===== src/rtl/sinc_dec_ctrl_pkg.sv =====
// Shared state encoding and default parameter values for the sinc decimator controller.
package sinc_dec_ctrl_pkg;

    typedef enum logic [1:0] {
        IDLE   = 2'd0,
        FLUSH  = 2'd1,
        SETTLE = 2'd2,
        RUN    = 2'd3
    } state_e;

    localparam int DATA_W_DEF     = 20;
    localparam int OSR_W_DEF      = 8;
    localparam int SETTLE_CNT_DEF = 3;

endpackage


===== src/rtl/sinc_dec_fifo.sv =====
// Synchronous FIFO, registered empty/full, no write-to-read bypass; full accepts a push only alongside a pop.
// Head data reads 0 while empty so the output is clean straight out of reset.
module sinc_dec_fifo #(
    parameter int WIDTH = 20,
    parameter int DEPTH = 4
) (
    input  logic             CLK,
    input  logic             RST,
    input  logic             push_i,
    input  logic [WIDTH-1:0] wdata_i,
    input  logic             pop_i,
    output logic             full_o,
    output logic             empty_o,
    output logic [WIDTH-1:0] rdata_o
);
    localparam int AW = $clog2(DEPTH);

    logic [AW:0]      wr_q, rd_q;
    logic [WIDTH-1:0] mem_q [DEPTH];
    logic             pop_ok, push_ok;

    assign empty_o = (wr_q == rd_q);
    assign full_o  = (wr_q[AW] != rd_q[AW]) && (wr_q[AW-1:0] == rd_q[AW-1:0]);
    assign pop_ok  = pop_i && !empty_o;
    assign push_ok = push_i && (!full_o || pop_ok);
    assign rdata_o = empty_o ? '0 : mem_q[rd_q[AW-1:0]];

    always_ff @(posedge CLK or negedge RST) begin
        if (!RST) begin
            wr_q <= '0;
            rd_q <= '0;
        end else begin
            if (push_ok) wr_q <= wr_q + 1'b1;
            if (pop_ok)  rd_q <= rd_q + 1'b1;
        end
    end

    always_ff @(posedge CLK) begin
        if (push_ok) mem_q[wr_q[AW-1:0]] <= wdata_i;
    end

endmodule


===== src/rtl/sinc_dec_ctrl.sv =====
// Sinc3 decimator sequencer: filter clear, integrator gate, decimation strobe, settle discard, output FIFO.
// Define SINC_DEC_CTRL_SEQ_EN to add out_seq, an 8-bit sample sequence number stored with each FIFO entry.
module sinc_dec_ctrl
    import sinc_dec_ctrl_pkg::*;
#(
    parameter int DATA_W     = DATA_W_DEF,
    parameter int OSR_W      = OSR_W_DEF,
    parameter int SETTLE_CNT = SETTLE_CNT_DEF,
    parameter int FIFO_DEPTH = 4
) (
    input  logic              CLK,
    input  logic              RST,
    input  logic              en,
    input  logic [OSR_W-1:0]  cfg_osr_m1,
    input  logic              ovf_clr,
    output logic              filt_clr,
    output logic              integ_en,
    output logic              dec_stb,
    input  logic [DATA_W-1:0] dif_data,
    output logic              out_valid,
    input  logic              out_ready,
    output logic [DATA_W-1:0] out_data,
    output logic              busy,
    output logic              settled,
    output logic              overflow
`ifdef SINC_DEC_CTRL_SEQ_EN
    ,
    output logic [7:0]        out_seq
`endif
);
    localparam int SET_W = $clog2(SETTLE_CNT + 1);
`ifdef SINC_DEC_CTRL_SEQ_EN
    localparam int FIFO_W = DATA_W + 8;
`else
    localparam int FIFO_W = DATA_W;
`endif

    logic [1:0]        state_q, state_d;
    logic [OSR_W-1:0]  phase_q, phase_d;
    logic [OSR_W-1:0]  osr_lat_q, osr_lat_d;
    logic [SET_W-1:0]  settle_q, settle_d;
    logic              cap_stb_q;
    logic              ovf_q;
    logic              active, start, capture, push, drop;
    logic              fifo_full, fifo_empty;
    logic [FIFO_W-1:0] fifo_wdata, fifo_rdata;

    assign active  = (state_q == SETTLE) || (state_q == RUN);
    assign start   = (state_q == IDLE) && en;
    // A capture only counts while still enabled; one in flight when en drops is lost.
    assign capture = active && en && cap_stb_q;
    assign push    = capture && (state_q == RUN);
    assign drop    = push && fifo_full && !out_ready;

    assign filt_clr  = (state_q == FLUSH);
    assign integ_en  = active;
    assign dec_stb   = active && (phase_q == osr_lat_q);
    assign busy      = (state_q != IDLE);
    assign settled   = (state_q == RUN);
    assign overflow  = ovf_q;
    assign out_valid = !fifo_empty;

    always_comb begin
        state_d   = state_q;
        osr_lat_d = osr_lat_q;
        settle_d  = settle_q;
        phase_d   = '0;
        if (active && en) phase_d = dec_stb ? '0 : phase_q + 1'b1;
        case (state_q)
            IDLE: if (en) begin
                state_d   = FLUSH;
                osr_lat_d = (cfg_osr_m1 == '0) ? OSR_W'(1) : cfg_osr_m1;
                settle_d  = '0;
            end
            FLUSH: state_d = en ? SETTLE : IDLE;
            SETTLE: begin
                if (!en) begin
                    state_d = IDLE;
                end else if (cap_stb_q) begin
                    settle_d = settle_q + 1'b1;
                    if (settle_q + 1'b1 == SET_W'(SETTLE_CNT)) state_d = RUN;
                end
            end
            RUN: if (!en) state_d = IDLE;
            default: state_d = IDLE;
        endcase
    end

    always_ff @(posedge CLK or negedge RST) begin
        if (!RST) begin
            state_q   <= IDLE;
            phase_q   <= '0;
            osr_lat_q <= '0;
            settle_q  <= '0;
            cap_stb_q <= 1'b0;
            ovf_q     <= 1'b0;
        end else begin
            state_q   <= state_d;
            phase_q   <= phase_d;
            osr_lat_q <= osr_lat_d;
            settle_q  <= settle_d;
            cap_stb_q <= dec_stb;
            if (drop) ovf_q <= 1'b1;
            else if (ovf_clr || start) ovf_q <= 1'b0;
        end
    end

`ifdef SINC_DEC_CTRL_SEQ_EN
    // Advances on dropped samples too so the consumer sees the gap.
    logic [7:0] seq_q;
    always_ff @(posedge CLK or negedge RST) begin
        if (!RST) seq_q <= '0;
        else if (start) seq_q <= '0;
        else if (push) seq_q <= seq_q + 8'd1;
    end
    assign fifo_wdata = {seq_q, dif_data};
    assign out_seq    = fifo_rdata[FIFO_W-1:DATA_W];
`else
    assign fifo_wdata = dif_data;
`endif
    assign out_data = fifo_rdata[DATA_W-1:0];

    sinc_dec_fifo #(
        .WIDTH (FIFO_W),
        .DEPTH (FIFO_DEPTH)
    ) u_fifo (
        .CLK     (CLK),
        .RST     (RST),
        .push_i  (push),
        .wdata_i (fifo_wdata),
        .pop_i   (out_ready),
        .full_o  (fifo_full),
        .empty_o (fifo_empty),
        .rdata_o (fifo_rdata)
    );

endmodule


===== config.mk =====
export PLATFORM = sky130hd
export DESIGN_NAME = sinc_dec_ctrl
export DESIGN_NICKNAME = d
export VERILOG_FILES = /design/src/rtl/sinc_dec_ctrl_pkg.sv /design/src/rtl/sinc_dec_fifo.sv /design/src/rtl/sinc_dec_ctrl.sv
export SDC_FILE = /design/constraint.sdc
export NUM_CORES = 1
export LEC_CHECK = 0
export CAP_MARGIN = 20
export CORE_MARGIN = 5
export CORE_UTILIZATION = 55
export DETAILED_ROUTE_END_ITERATION = 10
export PLACE_DENSITY = 0.79
export SYNTH_ARGS = -nofsm -noshare
export SYNTH_HDL_FRONTEND = slang
export SYNTH_HIERARCHICAL = 1
export SYNTH_SLANG_ARGS = --single-unit
export TNS_END_PERCENT = 50

===== constraint.sdc =====
create_clock -name CLK -period 3.3 [get_ports CLK]
set_clock_uncertainty 0.15 [all_clocks]
set_input_delay 0.99 -clock CLK [delete_from_list [all_inputs] [get_ports CLK]]
set_output_delay 0.99 -clock CLK [all_outputs]
set_load 0.02 [all_outputs]

* After elaboration in Yosys (flattened, before gate mapping)
Memories as Yosys holds them, arrays and structs flattened.
Index checks and enable logic that the tools add are counted.
Widths: inputs -> output; s select.
** Word-level totals
- Register bits :: 28
- RAM bits :: 80
- Input port bits :: 33
- Output and inout port bits :: 27
- Logic and storage cells :: 70
- Memories kept :: 1
** Memories
- u_fifo.mem_q :: words 4, bits a word 20, rd ports 1, clocked after memory_dff 0, write ports 1, line sinc_dec_fifo.sv:19 : logic [WIDTH-1:0] mem_q [DEPTH];
** Operators by class
- $add $sub $neg :: 4
- Equality and inequality tests :: 14
- Muxes and demuxes :: 19
- Reductions and logical operators :: 24
** Operators with widths (count)
- $mux 8 :: 3
- $mux 20 :: 1
- $mux 2 :: 9
- $logic_and 1x1->1 :: 10
- $add 8x1->8 const B :: 1
- $eq 8x8->1 :: 1
- $logic_not 8->1 :: 1
- $ne 2x2->1 const B :: 4
- $pmux 2 s4 :: 1
- $reduce_and 4->1 :: 2
- $add 3x1->3 const B :: 2
- $eq 2x2->1 const B :: 3
- $reduce_bool 2->1 :: 3
- $mux 1 :: 4
- $pmux 2 s2 :: 1
- $eq 3x3->1 :: 1
- $logic_not 1->1 :: 3
- $logic_or 1x1->1 :: 3
- $ne 3x2->1 const B :: 1
- $ne 3x3->1 const B :: 1
- $add 2x1->2 const B :: 1
- $eq 2x1->1 const B :: 1
- $eq 2x2->1 :: 1
- $logic_not 2->1 :: 1
- 2 further kinds :: 2

* Logic depth before layout (Yosys ltp)
- Depth in word-level cells :: 8
- Mapped depth :: 6
- Depth with buffers taken out :: 5

* By module
Netlist, hierarchy kept.
** By module, submodules not included
- sinc_dec_fifo :: instances 1, cells each 161, area each 3418.3 µm², seq. area each 2552.4 µm²
- sinc_dec_ctrl :: instances 1, cells each 100, area each 1134.8 µm², seq. area each 550.5 µm²

* Least setup slack after synthesis
No wires, ideal clock.
- Kind :: input to register
- Start point :: input en
- End point :: memory u_fifo.mem_q[3][0] (enable)
- Library setup time :: 0.375 ns
- Arrival time :: 2.074 ns
- Required time :: 2.775 ns
- Path slack :: 0.701 ns
- Cell stages on the path :: 5
- Buffers on the path :: 0
- Cells stage by stage :: nand2_1 nor2_1 and2_1 o41ai_1 inv_1
** Between the ends
- Longest elaborated chain between the ends :: 6
** RTL lines
- from (decl) :: line sinc_dec_ctrl.sv:13 : input logic en,
- $logic_and 1x1->1 (2 in series) :: line sinc_dec_ctrl.sv:51 : assign capture = active && en && cap_stb_q;
- $logic_and 1x1->1 :: line sinc_dec_ctrl.sv:52 : assign push = capture && (state_q == RUN);
- via push :: line sinc_dec_ctrl.sv:44 : logic active, start, capture, push, drop;
- $logic_and 1x1->1 :: line sinc_dec_fifo.sv:25 : assign push_ok = push_i && (!full_o || pop_ok);
- $mux 1 :: line sinc_dec_fifo.sv:39 : if (push_ok) mem_q[wr_q[AW-1:0]] <= wdata_i;
- $mux 1 (implied by the code) :: line sinc_dec_fifo.sv:39
- to (decl) :: line sinc_dec_fifo.sv:19
The timed path passes the listed nets, and every way through them passes these cells.

* Worst setup path after layout
- Start point :: register u_fifo.rd_q[0]
- End point :: output out_data[5]
** Between the ends
- Longest elaborated chain between the ends :: 2
- Elaborated cells on any way between the ends :: 3
- Those cells by class :: eq/ne: 1; mux: 1; memory: 1
** RTL lines
- from (decl) :: line sinc_dec_fifo.sv:18 : logic [AW:0] wr_q, rd_q;
- from (signal assigned) :: line sinc_dec_fifo.sv:34 : if (pop_ok) rd_q <= rd_q + 1'b1;
- $mem_v2 4x20 / $eq 3x3->1 (equally long branches)
- $mux 20 * :: line sinc_dec_fifo.sv:26 : assign rdata_o = empty_o ? '0 : mem_q[rd_q[AW-1:0]];
- to (decl) :: line sinc_dec_ctrl.sv:22 : output logic [DATA_W-1:0] out_data,
Mark *: on every way between the ends. The rest lies on a longest branch, timed or not.

==> impl_metrics.toml <==
[power_and_ir_drop]
max-vdd-ir-drop_mv = 0.3172
power.density_nw_per_um2 = 655.8
totalPowerFinal_uw = 3658
cellLeakagePower_uw = 0.002024

[global_route]
grtUsageMet1 = 0.2248
groute.layer.met3.usage = 0.04429
overflow = 0
maximum_number_of_pins_on_one_net_before_global_route_repair = 29
first_global_vias = 2693
gr-max-usage-layer = "met2"
grt_util_all_layers = 0.1785
grt_pass1_wl_mm = 13.60
antenna_found_initial = 0
grt_util_met2 = 0.3028

[synth]
syn_nets = 301
synth.yosys.warnings = 6
ys_seq_area_frac = 0.6815
synthDominantCellAreaShare = 0.5276
ys_dominant_reg_cell = "edfxtp_1"
ys_top_cells_by_area = "edfxtp_1 (53%), dfrtp_1 (15%), mux4_2 (9.9%)"
post_synth.cell_area_avg_um2 = 17.44
count_of_unique_library_cells_instantiated_by_yosys = 43
yosys_register_bits = 108
synthMostInstantiatedCell = "edfxtp_1"
post_synth_instance_area_um2 = 4553
yosysTopAreaCell = "edfxtp_1"
post_synthesis_async_set_or_reset_flop_share = 0.2593
netlist_top_cells_count = "edfxtp_1 (80), dfrtp_1 (28), mux4_2 (20), nor2b_1 (20), xor2_1 (11)"
synth_enable_flop_cells = 80
syn-instance-count = 261

[sta]
timing.final.crit_period_ns = 3.212
fmax_mhz = 311.3
timing.final.crit_share = 0.9734
tightest_slew_ns = 0.4979
fin_ws_ns = 0.08778
slew_viol_final = 0
fin_setup_tns_ns = 0
report.final.setup_viol = 0
rsz_0062_raised_after_global_routing = "false"
hold_viol = 0
timing.max_slew.rel_slack = 0.6637

[placement]
port_buffers = 59
place.gp.congestion = 0.7415
numPlacedInstances = 429
place_worst_setup_slack_ns = 0.1814
hpwlAfterDp_mm = 5.511
placed_cell_area_um2 = 5365

[cts]
cts.reportedPaths.clkPinSlew_ns = 0.10
cts-hold-fix-buffers = 0
maximum_clock_insertion_buffer_count = 2
number_of_levels_the_h_tree_was_split_into = 3
clkLatencyLatePin_ns = 0.35
clock-root-buffer = "clkbuf_8"
numClockSinks = 108
clock_tree_from_tritoncts = "built"
numCtsBuffers = 9

[layout]
post-route-cell-area_um2 = 5578
layout.nets = 378
layout-drive-gt1-share = 0.2012
antennaDiodeCount = 0
num-fill-cells = 543
final_cell_count_no_fill = 448
signed_area_change_from_the_synthesized_netlist_to_the_final_layout_pct = 22.51

[drt]
drt_iter0_markers = 120
final_antenna_net_count = 0
drt_drc_violations_left = 0
vias = 2563
routed_wl_mm = 8.509
drtPass1Iterations = 4
vias_per_cell = 5.721
detail_route.wl_per_cell_um = 18.99

[floorplanning]
pin_count = 60
floorplan.die.height_um = 101.0
core.rowCount = 33
initial_core_util = 0.5598
floorplan.die_area_um2 = 10200
design.core.area_um2 = 8134
fp.dieW_um = 101.0

[outcome]
outcome = "completed"

[setup_path]
worstPathRequired_ns = 2.16
crit_chain = "bufbuf_16 -> mux4_2 -> nor2b_1 -> dlygate4sd2_1"
crit-reg2reg-launch = "u_fifo/rd_q[0]$_DFFE_PN0P_"
criticalPathCategory = "flip-flop to output port"
r2r_end = "u_fifo/mem_q[1][0]$_DFFE_PP_"
critPathLaunchType = "flip-flop"
critical_path.endpoint_type = "output port"
reg_to_reg_slack_setup_ns = 1.05
rr_worst_depth = 5
crit_slowest_cell = "mux4_2"
critPathArrivalTime_ns = 2.07
slowest_delay_ns = 0.50
worst-path-max-fanout = 10

[min_path]
hold-path-endpoint = "settle_q[0]$_DFFE_PN0P_"
hold_path_startpoint = "settle_q[0]$_DFFE_PN0P_"
hold_path_class = "flip-flop to flip-flop"
worstHoldPathCells = 1

[job]
max_cap_violations = 0
[worst max path at each step]
stage                                           from                           end  cells after the start
after global routing      u_fifo/rd_q[0]$_DFFE_PN0P_                   out_data[3]                      4
after global placement    u_fifo/rd_q[0]$_DFFE_PN0P_                  out_data[12]                      4
final                     u_fifo/rd_q[0]$_DFFE_PN0P_                   out_data[5]                      4
after detailed placement  u_fifo/rd_q[0]$_DFFE_PN0P_                  out_data[12]                      4
after CTS                 u_fifo/rd_q[0]$_DFFE_PN0P_                   out_data[5]                      4
after floorplan                                   en  u_fifo/mem_q[3][0]$_DFFE_PP_                      5
[metal layers]
metal | part of all wire | routed length [µm] | up-vias
met5 | 0 | 0 | -
met4 | 0.014 | 121 | 0
met3 | 0.058 | 494 | 10
met2 | 0.52 | 4454 | 75
met1 | 0.40 | 3439 | 1319
li1 | - | - | 1159
[cells by family after synthesis]
| logic type | Yosys count | share of synthesized area |
|---|---|---|
| buf+inv | 20 | 0.02088 |
| compound gates | 23 | 0.03958 |
| flops | 108 | 0.6815 |
| fa+ha+maj | 7 | 0.01924 |
| mux | 30 | 0.1234 |
| xor+xnor | 19 | 0.03985 |
| simple gates | 54 | 0.07557 |
[registers in the layout (all words and copies together), names as in the netlist]
name          cells
overflow          1
settle_q          2
u_fifo/wr_q       3
u_fifo/rd_q       3
cap_stb_q         1
state_q           2
u_fifo/mem_q     80
osr_lat_q         8
phase_q           8
[timing repair]
item	4_1_cts	5_1_grt
setup endpoints to repair	22	0
resized for setup	24	0
setup buffers	2	0
[critical path, delay by kind of cell (launching register included)]
kind	cells	cell delay (ns)
buf+inv	2	0.64
simple gates	1	0.15
flops	1	0.43
mux	1	0.50
[power by group]
group	switching (µW)	leakage, µW	internal, µW
combinational	683	0.000858	684
clock	445	0.0000858	284
sequential	53.5	0.00108	1510
[layout by cell type (no fill, tap or decap), types with 3 or more instances in the layout]
| cell | count |
|---|---|
| nor2b_1 | 20 |
| clkdlybuf4s50_1 | 37 |
| edfxtp_1 | 80 |
| or3_1 | 3 |
| xnor2_1 | 6 |
| buf_4 | 13 |
| a211oi_1 | 5 |
| inv_1 | 10 |
| mux2_2 | 7 |
| nand3_1 | 4 |
| ha_1 | 7 |
| nor2_1 | 3 |
| dlygate4sd2_1 | 22 |
| clkbuf_8 | 9 |
| buf_12 | 3 |
| mux4_2 | 20 |
| o21ai_0 | 4 |
| and2_1 | 3 |
| dfrtp_1 | 27 |
| xor2_1 | 11 |
| nand2_1 | 5 |
| and3_1 | 4 |
[area by class of cell]
class | instances | area, µm² | area share
flip-flops and latches | 108 | 3104 | 0.5565
multi-input cells | 133 | 1371 | 0.2459
repair buffers | 76 | 753.2 | 0.1350
well taps | 105 | 131.4 | 0.02355
clock buffers | 9 | 123.9 | 0.02221
clock inverters | 7 | 56.30 | 0.01009
inverters | 10 | 37.54 | 0.006729
[stage by stage]
stage	util	hold slack, ns
4_1_cts	0.6857	0.3691
2_1_floorplan	-	0.3229
3_5_place_dp	0.6596	0.3463
3_3_place_gp	0.6596	0.3435
6_report	0.6857	0.3651
5_1_grt	0.6857	0.4072
No activity file was read; power rests on OpenSTA's default activity.
